==> config.mk <==
export PLATFORM = sky130hd
export DESIGN_NAME = bram_fifo_ctrl
export DESIGN_NICKNAME = d
export VERILOG_FILES = /design/src/rtl/bram_fifo_ctrl.sv
export SDC_FILE = /design/constraint.sdc
export NUM_CORES = 1
export LEC_CHECK = 0
export CAP_MARGIN = 25
export CORE_UTILIZATION = 52
export CTS_CLUSTER_SIZE = 16
export DETAILED_ROUTE_END_ITERATION = 6
export MAX_ROUTING_LAYER = met4
export PLACE_DENSITY = 0.86
export SYNTH_ARGS = -nofsm -noshare
export SYNTH_HDL_FRONTEND = slang
export SYNTH_SLANG_ARGS = --single-unit
==> constraint.sdc <==
create_clock -name clk -period 8.3 [get_ports clk]
set_input_delay 1.66 -clock clk [delete_from_list [all_inputs] [get_ports clk]]
set_output_delay 1.66 -clock clk [all_outputs]
set_load 0.05 [all_outputs]
==> src/rtl/bram_fifo_ctrl.sv <==
// FWFT FIFO controller in front of a simple dual-port, read-first BRAM with 1-cycle read latency.
// Optional sticky overflow/underflow flags when FIFO_ERR_EN is defined.
module bram_fifo_ctrl #(
  parameter int unsigned DATA_WIDTH = 16,
  parameter int unsigned ADDR_WIDTH = 9
) (
  input  logic                  clk,
  input  logic                  rst,
  input  logic                  s_valid,
  output logic                  s_ready,
  input  logic [DATA_WIDTH-1:0] s_data,
  output logic                  m_valid,
  input  logic                  m_ready,
  output logic [DATA_WIDTH-1:0] m_data,
  output logic                  ram_wr_ea,
  output logic [ADDR_WIDTH-1:0] ram_wr_addr,
  output logic [DATA_WIDTH-1:0] ram_data_in,
  output logic [ADDR_WIDTH-1:0] ram_rd_addr,
  input  logic [DATA_WIDTH-1:0] ram_douta,
`ifdef FIFO_ERR_EN
  output logic                  err_ovf,
  output logic                  err_udf,
`endif
  output logic [ADDR_WIDTH+1:0] count
);

  localparam int unsigned PtrW = ADDR_WIDTH + 1;
  localparam int unsigned CntW = ADDR_WIDTH + 2;
  localparam logic [PtrW-1:0] RamDepth = {1'b1, {ADDR_WIDTH{1'b0}}};

  logic [PtrW-1:0]       wr_ptr_q, wr_ptr_d;
  logic [PtrW-1:0]       rd_ptr_q, rd_ptr_d;
  logic                  inflight_q, inflight_d;
  logic [1:0]            out_words_q, out_words_d;
  logic [DATA_WIDTH-1:0] head_q, head_d;
  logic [DATA_WIDTH-1:0] skid_q, skid_d;

  logic [PtrW-1:0] ram_count;
  logic [2:0]      occ_after_pop;
  logic            push, pop, fetch;

  assign ram_count = wr_ptr_q - rd_ptr_q;
  assign s_ready   = !rst && (ram_count != RamDepth);
  assign m_valid   = (out_words_q != 2'd0);
  assign m_data    = head_q;
  assign push      = s_valid && s_ready;
  assign pop       = m_valid && m_ready;

  // Words that will occupy the output stage next cycle if no new fetch is issued.
  assign occ_after_pop = {1'b0, out_words_q} + {2'b00, inflight_q} - {2'b00, pop};
  // Registered ram_count keeps the read off a word being written this cycle.
  assign fetch = (ram_count != '0) && (occ_after_pop <= 3'd1);

  assign ram_wr_ea   = push;
  assign ram_wr_addr = wr_ptr_q[ADDR_WIDTH-1:0];
  assign ram_data_in = s_data;
  assign ram_rd_addr = rd_ptr_q[ADDR_WIDTH-1:0];

  assign count = CntW'(ram_count) + CntW'(inflight_q) + CntW'(out_words_q);

  always_comb begin
    wr_ptr_d    = wr_ptr_q;
    rd_ptr_d    = rd_ptr_q;
    inflight_d  = fetch;
    out_words_d = out_words_q;
    head_d      = head_q;
    skid_d      = skid_q;
    if (push) wr_ptr_d = wr_ptr_q + PtrW'(1);
    if (fetch) rd_ptr_d = rd_ptr_q + PtrW'(1);
    if (pop) begin
      head_d      = skid_q;
      out_words_d = out_words_q - 2'd1;
    end
    // Returning read lands in the first slot still free after the pop.
    if (inflight_q) begin
      if (out_words_d == 2'd0) head_d = ram_douta;
      else                     skid_d = ram_douta;
      out_words_d = out_words_d + 2'd1;
    end
  end

  always_ff @(posedge clk or posedge rst) begin
    if (rst) begin
      wr_ptr_q    <= '0;
      rd_ptr_q    <= '0;
      inflight_q  <= 1'b0;
      out_words_q <= 2'd0;
      head_q      <= '0;
      skid_q      <= '0;
    end else begin
      wr_ptr_q    <= wr_ptr_d;
      rd_ptr_q    <= rd_ptr_d;
      inflight_q  <= inflight_d;
      out_words_q <= out_words_d;
      head_q      <= head_d;
      skid_q      <= skid_d;
    end
  end

`ifdef FIFO_ERR_EN
  always_ff @(posedge clk or posedge rst) begin
    if (rst) begin
      err_ovf <= 1'b0;
      err_udf <= 1'b0;
    end else begin
      if (s_valid && !s_ready) err_ovf <= 1'b1;
      if (m_ready && !m_valid) err_udf <= 1'b1;
    end
  end
`endif

endmodule

Word-level counts from Yosys, hierarchy flattened

Index checks and enable logic that the tools add are counted.

Memories kept: 0
Bits in latches: 0
Input port bits: 36
Bits in writable memories: 0
Logic and storage cells: 32
Register bits after elaboration: 55
Bits in read-only memories: 0

Shifts and indexed selects: 0
Reduce and logical (&&, ||, !) cells: 9
Add/subtract/negate cells: 9
Bitwise gates (word level): 1
Multiplexer cells: 5
Equality and inequality tests: 1
Multiply operators: 0
Div/mod/pow operators: 0
Order comparisons: 1

Operators by type and width:

| cell                                                                             | number |
|---|---|
| 16-bit 2-to-1 mux                                                                | 3 |
| 10-bit by 1-bit adder with 10-bit output, second input constant                  | 2 |
| 10-bit by 1-bit adder with 11-bit output                                         | 1 |
| 11-bit by 2-bit adder with 11-bit output                                         | 1 |
| 10-bit inequality test, second input constant                                    | 1 |
| 10-bit nonzero test                                                              | 1 |
| 10-bit subtractor                                                                | 1 |
| 1-bit logical AND                                                                | 4 |
| 2-bit 2-to-1 mux                                                                 | 2 |
| 2-bit by 1-bit adder with 3-bit output                                           | 1 |
| 3-bit by 1-bit less-or-equal comparator with 1-bit output, second input constant | 1 |
| 3-bit by 1-bit subtractor with 3-bit output                                      | 1 |
| 2-bit by 1-bit adder with 2-bit output, second input constant                    | 1 |
| 2-bit zero test                                                                  | 1 |
| 2-bit AND reduction                                                              | 1 |
| 2-bit nonzero test                                                               | 1 |
| 2-bit by 1-bit subtractor with 2-bit output, second input constant               | 1 |
| 1-bit zero test                                                                  | 1 |
| 1-bit NOT                                                                        | 1 |

Logic depth before layout (Yosys ltp)

Gate-level depths: netlist (run 1).

Depth in word-level cells: 6
Gate-level depth with buffers: 16

Worst setup path after synthesis (run 1)

No wires, ideal clock.

Path type: in2out
From: input rst
To: output ram_wr_ea
Data required time: 6.640 ns
Stages: 2
Setup slack: 3.258 ns
Data arrival time: 3.382 ns
Cells stage by stage: inv_1 -> and3_4

Longest elaborated chain between the ends: 3

Ends and longest elaborated chain:

| element                          | RTL line | RTL |
|---|---|---|
| start: declaration               | 8        | `input logic rst,` |
| 1-bit zero test (no source line) | n/a      |  |
| 1-bit logical AND                | 43       | `assign s_ready = !rst && (ram_count != RamDepth);` |
| 1-bit logical AND                | 46       | `assign push = s_valid && s_ready;` |
| end: declaration                 | 15       | `output logic ram_wr_ea,` |

No other way between the ends.

Worst setup path in the final report (run 1)

From: register wr_ptr_q[0]
To: output s_ready

Longest elaborated chain between the ends: 3

Ends and longest elaborated chain:

| element                  | RTL line | RTL |
|---|---|---|
| start: declaration       | 31       | `logic [PtrW-1:0] wr_ptr_q, wr_ptr_d;` |
| start signal: assignment | 91       | `wr_ptr_q <= wr_ptr_d;` |
| 10-bit subtractor        | 42       | `assign ram_count = wr_ptr_q - rd_ptr_q;` |
| 10-bit inequality test   | 43       |  |
| 1-bit logical AND        | 43       |  |
| end: declaration         | 10       | `output logic s_ready,` |

No other way between the ends.

==> impl_summary.log, run 1 <==
[metrics] status: finished, violations left
[metrics] violated checks: DRC
[metrics] Req. time, crit path: 6.64 ns
[metrics] share of synthesized cell area in and, or, nand and nor gates: 15.06%
[metrics] post-CTS repair timing setup buffer count: 0
[metrics] final clock period utilization by the worst path: 68.16%
[metrics] Tot GR Track Use: 21.04%
[metrics] maximum clock frequency: 0.1768 GHz
[metrics] data arrival time of the critical path: 4.00 ns
[metrics] first-pass GRT wire length: 11,570 µm
[metrics] # IOs: 100
[metrics] CTS tree: built
[metrics] shortest clock period the worst path allows after layout: 5.658 ns
[metrics] largest fanout on the critical path: 8
[metrics] placeable core region: ~0.0065 mm²
[metrics] DRC violation total after the first TritonRoute iteration: 127
[metrics] insertion delay to the later sink of the worst-skew pair: 0.31 ns
[metrics] footprint of the multi-input gates: about 0.0018 mm²
[metrics] Post-Synthesis Mean Instance Area: around 10 µm²
[metrics] synthesized cell area: 0.003523 mm²
[metrics] CTS Sinks: 55
[metrics] setup repair after global routing missed its margin: false
[metrics] Port Buf Inserts: 67
[metrics] number of global-route vias before repair: 2,534
[metrics] Max H-tree Level: 2
[metrics] launching instance or port of the critical path: wr_ptr_q[0]
[metrics] Max stage delay cell, worst path: clkdlybuf4s50_1
[metrics] total routed wirelength: 6997 µm
[metrics] FFs w/ async S/R, synth: 100.0%
[metrics] dominant register cell in the synthesized netlist: dfrtp_1
[metrics] post-DP HPWL: 5320 µm
[metrics] worst hold path type: reg2reg
[metrics] fin worst setup slack: between 2 and 3 ns
[metrics] Slew HR: 32.30%
[metrics] worst setup slack after placement: approximately 3.0 ns
[metrics] # hold bufs at CTS: 0
[metrics] DRC errors left: 6
[metrics] number of max-cap violations: 0
[metrics] WL per Instance: 15.34 µm
[metrics] fill count: 526
[metrics] total of warnings raised by yosys: 0
[metrics] Post-Synth XOR/XNOR Area: 7.955%
[metrics] worst clock skew: between 0.007 and 0.008 ns
[metrics] GRT Residual Overflow: 0
[metrics] type of element capturing the critical path: output port
[metrics] row count: 29
[metrics] Worst Setup Path Type: reg2out
[metrics] Post-Syn Instances: 345
[metrics] via count: 2,505
[metrics] area added between synthesis and finish: 16.37%
[metrics] final antenna diode count: 0
[metrics] reg-to-reg startpoint: out_words_q[1]
[metrics] combinational family with the most area after synthesis: simple AND/OR/NAND/NOR gates
[metrics] Final Hold Viols: 0
[metrics] startpoint type of the worst setup path: flip-flop
[metrics] layout net count: 434
[metrics] number of antenna-violating nets in the routed design: 0
[metrics] clock slew seen by the registers of the worst setup and hold paths: 0.09 ns
[metrics] Starting Density: a little over half
[metrics] pin count of the biggest net entering global routing: 57
[metrics] Die Area: 0.007109 mm²
[metrics] RePlAce Congestion: 0.8804
[metrics] mux share of post-synthesis cell area: 10.40%
[metrics] setup violators final: 0
[metrics] Worst-Margin Slew: 1.013 ns
[metrics] share of layout cells above drive strength 1: 10.55%
[metrics] root buf cell: clkbuf_8
[metrics] max-slew violations: 0
[metrics] largest incremental delay on the critical path: 0.72 ns
[metrics] iteration count of the initial detailed-routing pass: 7
[metrics] EDFF count, synth: 0
[metrics] Netlist cell types: 49
[metrics] compound-cell area share of the yosys netlist: roughly 8.6%
[metrics] clock buffer count from CTS: 5
[metrics] die boundary width: 84.32 µm
[metrics] net count after synthesis: 401
[metrics] number of register bits inferred by synthesis: 55
[metrics] number of buffers on the longest clock path: 2
[metrics] accumulated negative setup slack: 0 ns
[metrics] vias per std cell: between 5 and 6
[metrics] source of the worst hold timing path: wr_ptr_q[9]
[metrics] die boundary height: 84.32 µm
[metrics] post-synthesis share of cell area spent on full adders, half adders and majority gates: 7.955%
[metrics] Post-CTS Resized: 0
[metrics] antenna violations before repair: 0
[metrics] sequential standard cell area: roughly 0.0014 mm²
[metrics] sequential share of the synthesized area: 39.06%
[metrics] Cell Chain, Critical Path: inv_1 -> ha_1 -> inv_1 -> fa_1 -> a21o_1 -> a21o_1 -> xor2_1 -> a211oi_1 -> nand4bb_4 -> nor2b_1 -> nor2_1 -> clkdlybuf4s50_1
synth_stat cells, drive strengths merged, types with 2 or more instances:
cell	number	share of area [%]
clkbuf	7	0.75
a21oi	4	0.57
inv	24	2.6
ha	16	5.7
nor4b	2	0.67
o21ai	21	3.0
nand4	7	1.2
nor3	8	1.1
or2	2	0.43
xor2	14	3.5
nand2b	3	0.75
nor2	14	1.7
nand3	11	1.7
nor2b	6	1.1
a211oi	3	0.64
dfrtp	55	39
buf	36	7.7
mux2	18	5.9
mux2i	16	4.5
nand2	30	3.2
and3	2	0.50
nor4	5	0.89
xnor2	18	4.5
fa	4	2.3
a21o	4	0.85
and2	2	0.36
final cells by class:
| class | instances | area share [%] |
|---|---|---|
| clock inverter | 3 | 0.5798 |
| timing repair buffer | 69 | 16.72 |
| multi-input combinational | 223 | 42.91 |
| sequential | 55 | 33.57 |
| clock buffer | 5 | 1.678 |
| inverter | 24 | 2.197 |
| tap | 77 | 2.350 |
layer usage:
layer	share of wire (%)	global-route usage [%]	vias to the layer above	wire, µm
met2	49	34.80	76	3455
met4	1.4	7.524	0	99
li1	-	-	1222	-
met3	5.3	3.638	12	373
met5	0	-	-	0
met1	44	26.06	1195	3069
critical path: cells and delay by family, from the launching register on:
family | cells | cell delay [ns]
simple gates | 3 | 0.78
fa+ha+maj | 2 | 0.58
xor+xnor | 1 | 0.18
flops | 1 | 0.42
compound gates | 3 | 0.83
buf+inv | 3 | 0.92
path summary, 6_finish.rpt:
path                                  end  slack (ns)  cells past startpoint
setup / recovery                  s_ready        2.64                     12
hold / removal                wr_ptr_q[9]        0.50                      1
setup reg to reg              rd_ptr_q[9]        4.33                     15
hold reg to reg               wr_ptr_q[9]        0.50                      1
max in group asynchronous  out_words_q[1]        5.81                      3
min in group asynchronous     wr_ptr_q[1]        2.04                      3
flip-flops by register name (all words and copies together), names as in the netlist:
register	count
inflight_q	1
skid_q	16
m_data	16
rd_ptr_q	10
wr_ptr_q	10
out_words_q	2
cells by family (layout without fill, tap and decap cells):
group,after synthesis,after routing
and+or+nand+nor,96,96
buffers and inverters,67,101
DFF,55,55
AOI/OAI and AO/OA,41,41
muxes,34,34
xor gates and xnor gates,32,32
adders and majority gates,20,20
cells in the final DEF, fill, tap and decap left out, drive strengths merged, types with 3 or more instances in the layout:
| master | instances |
|---|---|
| a211oi | 3 |
| a21o | 4 |
| a21oi | 4 |
| clkbuf | 5 |
| clkdlybuf4s50 | 67 |
| dfrtp | 55 |
| fa | 4 |
| ha | 16 |
| inv | 25 |
| mux2 | 18 |
| mux2i | 16 |
| nand2 | 30 |
| nand2b | 3 |
| nand3 | 11 |
| nand4 | 7 |
| nor2 | 14 |
| nor2b | 6 |
| nor3 | 8 |
| nor4 | 5 |
| o21ai | 21 |
| xnor2 | 18 |
| xor2 | 14 |
per-stage QoR:
stage	hold WS (ns)	area, µm²	std cells	util (%)
2_1_floorplan	0.4604	3523	345	-
3_3_place_gp	0.4773	4008	448	62.05
3_5_place_dp	0.4772	4008	448	62.05
4_1_cts	0.4951	4100	456	63.48
5_1_grt	0.5007	4100	456	63.48
6_report	0.4950	4100	456	63.48
Power of run 1 is left out: the tool's default activity adds up to more than one toggle a clock period on the data nets, which glitch-free logic cannot reach.
==> run 2: changes to the inputs <==
--- a/config.mk
+++ b/config.mk
@@ -6,11 +6,11 @@
 export NUM_CORES = 1
 export LEC_CHECK = 0
 export CAP_MARGIN = 25
-export CORE_UTILIZATION = 52
+export CORE_UTILIZATION = 48
 export CTS_CLUSTER_SIZE = 16
 export DETAILED_ROUTE_END_ITERATION = 6
 export MAX_ROUTING_LAYER = met4
-export PLACE_DENSITY = 0.86
+export PLACE_DENSITY = 0.8
 export SYNTH_ARGS = -nofsm -noshare
 export SYNTH_HDL_FRONTEND = slang
 export SYNTH_SLANG_ARGS = --single-unit
==> constraint.sdc (replaced) <==
create_clock -name clk -period 5.5 [get_ports clk]
set_input_delay 1.1 -clock clk [delete_from_list [all_inputs] [get_ports clk]]
set_output_delay 1.1 -clock clk [all_outputs]
set_load 0.05 [all_outputs]
==> run 2 against run 1 <==
  * The run now ends clean
  * Critical path depth is the same
  * Setup slack lost 2.2 ns
  * Via count shrank 2.3%
  * Cell count grew 4.4%
  * Global-route usage shrank 1.2 points
  * Core utilization shrank 3.9 points
  * Clock-buffer cell count is the same
  * Worst hold slack gained 0.014 ns
  * Non-clock buffer count grew 1
  * Register-to-register slack lost 2.3 ns
  * Clock skew shrank 0.0024 ns
  * Largest cell class unchanged
  * Highest routed layer unchanged
==> impl_summary.log, run 2 (synthesis results as in run 1) <==
[metrics] final antenna diode count: 0 (unchanged)
[metrics] Port Buf Inserts: 67 (unchanged)
[metrics] status: finished clean
[metrics] pin count of the biggest net entering global routing: 57 (unchanged)
[metrics] setup violators final: 0 (unchanged)
[metrics] worst clock skew: 0.005322 ns (-0.002373 ns)
[metrics] largest fanout on the critical path: 8 (unchanged)
[metrics] post-CTS repair timing setup buffer count: 0 (unchanged)
[metrics] share of layout cells above drive strength 1: 10.79% (+0.24 points)
[metrics] GRT Residual Overflow: 0 (unchanged)
[metrics] number of antenna-violating nets in the routed design: 0 (unchanged)
[metrics] data arrival time of the critical path: 4.00 ns (about the same)
[metrics] total routed wirelength: 6996 µm (about the same)
[metrics] Slew HR: 35.48% (+3.2 points)
[metrics] DRC errors left: 0 (-6)
[metrics] RePlAce Congestion: 0.8536 (-3.0%)
[metrics] Worst Setup Path Type: reg2out
[metrics] placeable core region: 0.006944 mm² (+7.5%)
[metrics] vias per std cell: 5.141 (-6.4%)
[metrics] flop-to-flop setup slack: 2.01 ns (-2.32 ns)
[metrics] clock slew seen by the registers of the worst setup and hold paths: 0.10 ns (about the same)
[metrics] number of buffers on the longest clock path: 2 (unchanged)
[metrics] cell depth of the worst hold path: 1 (unchanged)
[metrics] type of element capturing the critical path: output port
[metrics] startpoint type of the worst setup path: flip-flop
[metrics] first-pass GRT wire length: 11,510 µm (-0.54%)
[metrics] source of the worst hold timing path: rd_ptr_q[9]
[metrics] post-DP HPWL: 5269 µm (-0.97%)
[metrics] root buf cell: clkbuf_8
[metrics] area added between synthesis and finish: 17.37%
[metrics] critical register-to-register path endpoint: rd_ptr_q[9]
[metrics] die boundary width: 87.68 µm (+4.0%)
[metrics] row count: 30 (+3.4%)
[metrics] shortest clock period the worst path allows after layout: approximately 5.1 ns
[metrics] die boundary height: 87.68 µm (+4.0%)
[metrics] via count: 2,447 (-2.3%)
[metrics] maximum clock frequency: 0.1961 GHz
[metrics] number of cell instances on the worst register-to-register path: 16 (+1)
[metrics] Final Hold Viols: 0 (unchanged)
[metrics] layout net count: 435 (+0.23%)
[metrics] reg-to-reg startpoint: out_words_q[1]
[metrics] antenna violations before repair: 0 (unchanged)
[metrics] fill count: 605 (+15%)
[metrics] iteration count of the initial detailed-routing pass: 4 (-3)
[metrics] launching instance or port of the critical path: wr_ptr_q[0]
[metrics] setup repair after global routing missed its margin: false
[metrics] Tot GR Track Use: 19.85% (-1.2 points)
[metrics] most common cell after layout, fill and taps aside: clkdlybuf4s50_1
[metrics] clock buffer count from CTS: 5 (unchanged)
[metrics] final clock period utilization by the worst path: 92.71%
[metrics] Die Area: 0.007687 mm² (+8.1%)
[metrics] endpoint of the worst hold path: rd_ptr_q[9]
[metrics] worst hold path type: reg2reg
[metrics] # IOs: 100 (unchanged)
[metrics] DRC violation total after the first TritonRoute iteration: 146 (+15%)
[metrics] Starting Density: 50.74% (-3.8 points)
[metrics] max-slew violations: 0 (unchanged)
[metrics] Worst-Margin Slew: 0.9678 ns (-0.04528 ns)
[metrics] CTS Sinks: 55 (unchanged)
[metrics] # hold bufs at CTS: 0 (unchanged)
[metrics] accumulated negative setup slack: 0 ns (unchanged)
[metrics] CTS tree: built
[metrics] Post-CTS Resized: 0 (unchanged)
[metrics] insertion delay to the later sink of the worst-skew pair: 0.31 ns (about the same)
[metrics] Req. time, crit path: 4.40 ns (-2.24 ns)
[metrics] number of global-route vias before repair: 2,445 (-3.5%)
[metrics] WL per Instance: 14.70 µm (-4.2%)
[metrics] commonest non-fill, non-tap cells in the layout: 67 x clkdlybuf4s50_1, 55 x dfrtp_1, 30 x nand2_1
[metrics] number of max-cap violations: 0 (unchanged)
[metrics] Max H-tree Level: 2 (unchanged)
[run 2: cell types whose count changed in the layout (fill, tap and decap cells not counted)]
cell      delta
clkinv_2     -1
clkinv_4     +1
buf_4        +1
[run 2: worst max-delay path by stage]
stage | end | depth (start not counted)
floorplan | count[9] | 11
global placement | s_ready | 12
detailed placement | s_ready | 12
CTS | s_ready | 12
global route | s_ready | 12
finish | s_ready | 12
[run 2: per-stage QoR]
stage               hold WS, ns  util, %  worst slack [ns]  std cells  instance area [µm²]
global route             0.5229    59.55            0.1511        476                 4135
detailed placement       0.4952    58.16            0.7769        468                 4039
finish                   0.5091    59.55            0.4008        476                 4135
floorplan                0.4604        -             1.363        345                 3523
CTS                      0.5156    59.55            0.4093        476                 4135
global placement         0.4754    58.16            0.9018        468                 4039
[run 2: worst max-delay path, cell delays in order (launching register included)]
cell	delay, ns
dfrtp_1	0.43
inv_1	0.13
ha_1	0.19
inv_1	0.06
fa_1	0.39
a21o_1	0.20
a21o_1	0.21
a311oi_1	0.33
xnor2_1	0.20
nand4bb_4	0.28
nor2b_1	0.47
nor2_1	0.08
clkdlybuf4s50_1	0.72
[run 2: metal layers]
layer	share of wire (%)	vias up	GRT usage [%]
li1	-	1220	-
met3	3.2	10	3.676
met5	0	-	-
met1	49	1170	26.89
met2	47	47	30.54
met4	1.3	0	5.663
[run 2: cell type report]
cell class	count	area [µm²]	area share (%)
clock inverter	3	27.53	0.6657
clock buffer	5	68.82	1.664
timing repair buffer	70	693.2	16.76
inverter	24	90.09	2.179
sequential	55	1376	33.28
multi-input combinational	223	1759	42.54
tap	96	120.1	2.905
Power of run 2 is left out for the same reason.
==> run 3: changes to the inputs <==
--- a/config.mk
+++ b/config.mk
@@ -6,11 +6,13 @@
 export NUM_CORES = 1
 export LEC_CHECK = 0
 export CAP_MARGIN = 25
-export CORE_UTILIZATION = 48
+export CELL_PAD_IN_SITES_DETAIL_PLACEMENT = 0
+export CELL_PAD_IN_SITES_GLOBAL_PLACEMENT = 2
+export CORE_UTILIZATION = 30
 export CTS_CLUSTER_SIZE = 16
 export DETAILED_ROUTE_END_ITERATION = 6
 export MAX_ROUTING_LAYER = met4
-export PLACE_DENSITY = 0.8
+export PLACE_DENSITY_LB_ADDON = 0.1
 export SYNTH_ARGS = -nofsm -noshare
 export SYNTH_HDL_FRONTEND = slang
 export SYNTH_SLANG_ARGS = --single-unit
==> run 3 against run 2 <==
  * First-iteration DRC count fell by 15%
  * Setup slack better by 0.13 ns
  * Worst hold slack worse by 0.025 ns
  * Cell count up 10%
  * Via count increased by 0.20%
  * Critical path depth unchanged
  * Flip-flop and latch count stayed put
  * Clock skew rose by 0.00070 ns
  * Critical path type unchanged
==> impl_summary.log, run 3 (synthesis results as in run 1) <==
[metrics] placeable core region: 0.01142 mm² (+64%)
[metrics] layout net count: 436 (+0.23%)
[metrics] # IOs: 100 (unchanged)
[metrics] row count: 39 (+30%)
[metrics] via count: 2,452 (+0.20%)
[metrics] Worst Setup Path Type: reg2out
[metrics] antenna violations before repair: 0 (unchanged)
[metrics] number of cells in the finished layout apart from fillers: 524 (+10%)
[metrics] data arrival time of the critical path: 3.87 ns (-0.13 ns)
[metrics] GRT Residual Overflow: 0 (unchanged)
[metrics] share of layout cells above drive strength 1: 11.02% (+0.23 points)
[metrics] Cell Chain, Critical Path: inv_1 -> ha_1 -> inv_1 -> fa_1 -> a21o_1 -> a21o_1 -> a311oi_1 -> xnor2_1 -> nand4bb_4 -> nand2b_4 -> and3_4 -> clkdlybuf4s50_1
[metrics] largest fanout on the critical path: 4 (-4)
[metrics] root buf cell: clkbuf_16
[metrics] Placed Instances: 515 (+10%)
[metrics] Port Buf Inserts: 67 (unchanged)
[metrics] Req. time, crit path: 4.40 ns (about the same)
[metrics] number of global-route vias before repair: 2,423 (-0.90%)
[metrics] fin worst setup slack: 0.5339 ns (+0.1331 ns)
[metrics] number of max-cap violations: 0 (unchanged)
[metrics] most common cell after layout, fill and taps aside: clkdlybuf4s50_1
[metrics] setup violators final: 0 (unchanged)
[metrics] CTS Sinks: 55 (unchanged)
[metrics] number of buffers on the longest clock path: 2 (unchanged)
[metrics] Die Area: 0.01218 mm² (+58%)
[metrics] insertion delay to the later sink of the worst-skew pair: 0.29 ns (-0.02 ns)
[metrics] accumulated negative setup slack: 0 ns (unchanged)
[metrics] WL per Instance: 14.65 µm (-0.36%)
[metrics] clock buffer count from CTS: 5 (unchanged)
[metrics] iteration count of the initial detailed-routing pass: 4 (unchanged)
[metrics] Max H-tree Level: 2 (unchanged)
[metrics] max-slew violations: 0 (unchanged)
[metrics] # hold bufs at CTS: 0 (unchanged)
[metrics] Final Hold Viols: 0 (unchanged)
[metrics] die boundary width: 110.4 µm (+26%)
[metrics] Tot GR Track Use: 13.59% (-6.3 points)
[metrics] fill count: 1,197 (+98%)
[metrics] Starting Density: 30.86% (-20 points)
[metrics] crit-path leading delay family: buffers and inverters
[metrics] total routed wirelength: 7674 µm (+9.7%)
[metrics] worst clock skew: 0.006017 ns (+0.0006952 ns)
[metrics] worst hold path type: reg2reg
[metrics] maximum clock frequency: 0.2014 GHz (+2.7%)
[metrics] Slew HR: 39.43% (+3.9 points)
[metrics] clock slew seen by the registers of the worst setup and hold paths: 0.07 ns (-0.03 ns)
[metrics] RePlAce Congestion: 0.7396 (-13%)
[metrics] Worst-Margin Slew: 0.9045 ns (-0.06329 ns)
[metrics] utilization after layout: 37.48% (-22 points)
[metrics] first-pass GRT wire length: 12,300 µm (+6.9%)
[metrics] area added between synthesis and finish: 21.45%
[metrics] Max stage delay cell, worst path: clkdlybuf4s50_1
[metrics] status: finished clean
[metrics] vias per std cell: 4.679 (-9.0%)
[metrics] setup repair after global routing missed its margin: false
[metrics] final clock period utilization by the worst path: 90.29% (-2.4 points)
[metrics] CTS tree: built
[metrics] shortest clock period the worst path allows after layout: 4.966 ns (-0.1331 ns)
[metrics] startpoint type of the worst setup path: flip-flop
[metrics] post-CTS repair timing setup buffer count: 0 (unchanged)
[metrics] post-DP HPWL: 5784 µm (+9.8%)
[metrics] type of element capturing the critical path: output port
[metrics] final antenna diode count: 0 (unchanged)
[metrics] DRC errors left: 0 (unchanged)
[metrics] Post-CTS Resized: 0 (unchanged)
[metrics] number of antenna-violating nets in the routed design: 0 (unchanged)
[metrics] DRC violation total after the first TritonRoute iteration: 124 (-15%)
[metrics] die boundary height: 110.4 µm (+26%)
[metrics] pin count of the biggest net entering global routing: 57 (unchanged)
[metrics] commonest non-fill, non-tap cells in the layout: 67 x clkdlybuf4s50_1, 55 x dfrtp_1, 30 x nand2_1
[metrics] Critical path buffers and inverters: 3 (unchanged)
[metrics] largest incremental delay on the critical path: 0.81 ns (+0.09 ns)
[metrics] worst setup slack after placement: 0.8192 ns (+0.04237 ns)
## run 3: changes by cell type in the layout (fill, tap and decap cells not counted), sizes merged
cell and change:
clkinvlp -1, inv -1, buf +1, clkbuf +2
## run 3: final cells by class
cell class | instances | area, µm² | share of cell area [%]
clock buffers | 7 | 142.6 | 3.333
well taps | 143 | 178.9 | 4.181
repair buffers | 71 | 720.7 | 16.84
flip-flops and latches | 55 | 1376 | 32.16
multi-input cells | 223 | 1762 | 41.17
inverters | 24 | 90.09 | 2.105
clock inverters | 1 | 8.758 | 0.2047
## run 3: layer usage
layer  GRT usage, %  vias to the layer above  wire length (µm)  part of all wire [%]
met2          20.10                       63              3455                    45
met4          3.102                        0                51                  0.66
met1          19.07                     1164              3744                    49
li1               -                     1221                 -                     -
met3          2.763                        4               423                   5.5
met5              -                        -                 0                     0
## run 3: path summary, 6_finish.rpt
| check | startpoint | end | slack [ns] | cells past startpoint |
|---|---|---|---|---|
| setup / recovery | wr_ptr_q[0] | ram_wr_ea | 0.53 | 12 |
| min in group asynchronous | rst | wr_ptr_q[3] | 1.53 | 3 |
| hold / removal | wr_ptr_q[9] | wr_ptr_q[9] | 0.48 | 1 |
| hold reg to reg | wr_ptr_q[9] | wr_ptr_q[9] | 0.48 | 1 |
| setup reg to reg | out_words_q[1] | rd_ptr_q[9] | 2.05 | 16 |
| max in group asynchronous | rst | skid_q[2] | 3.50 | 3 |
## run 3: through the flow
stage                     hold WS (ns)  instance area (µm²)
after floorplan                 0.4604                 3523
after global placement          0.4752                 4100
after detailed placement        0.4802                 4100
after CTS                       0.4929                 4252
after global routing            0.5151                 4279
final                           0.4843                 4279
Power of run 3 is left out for the same reason.
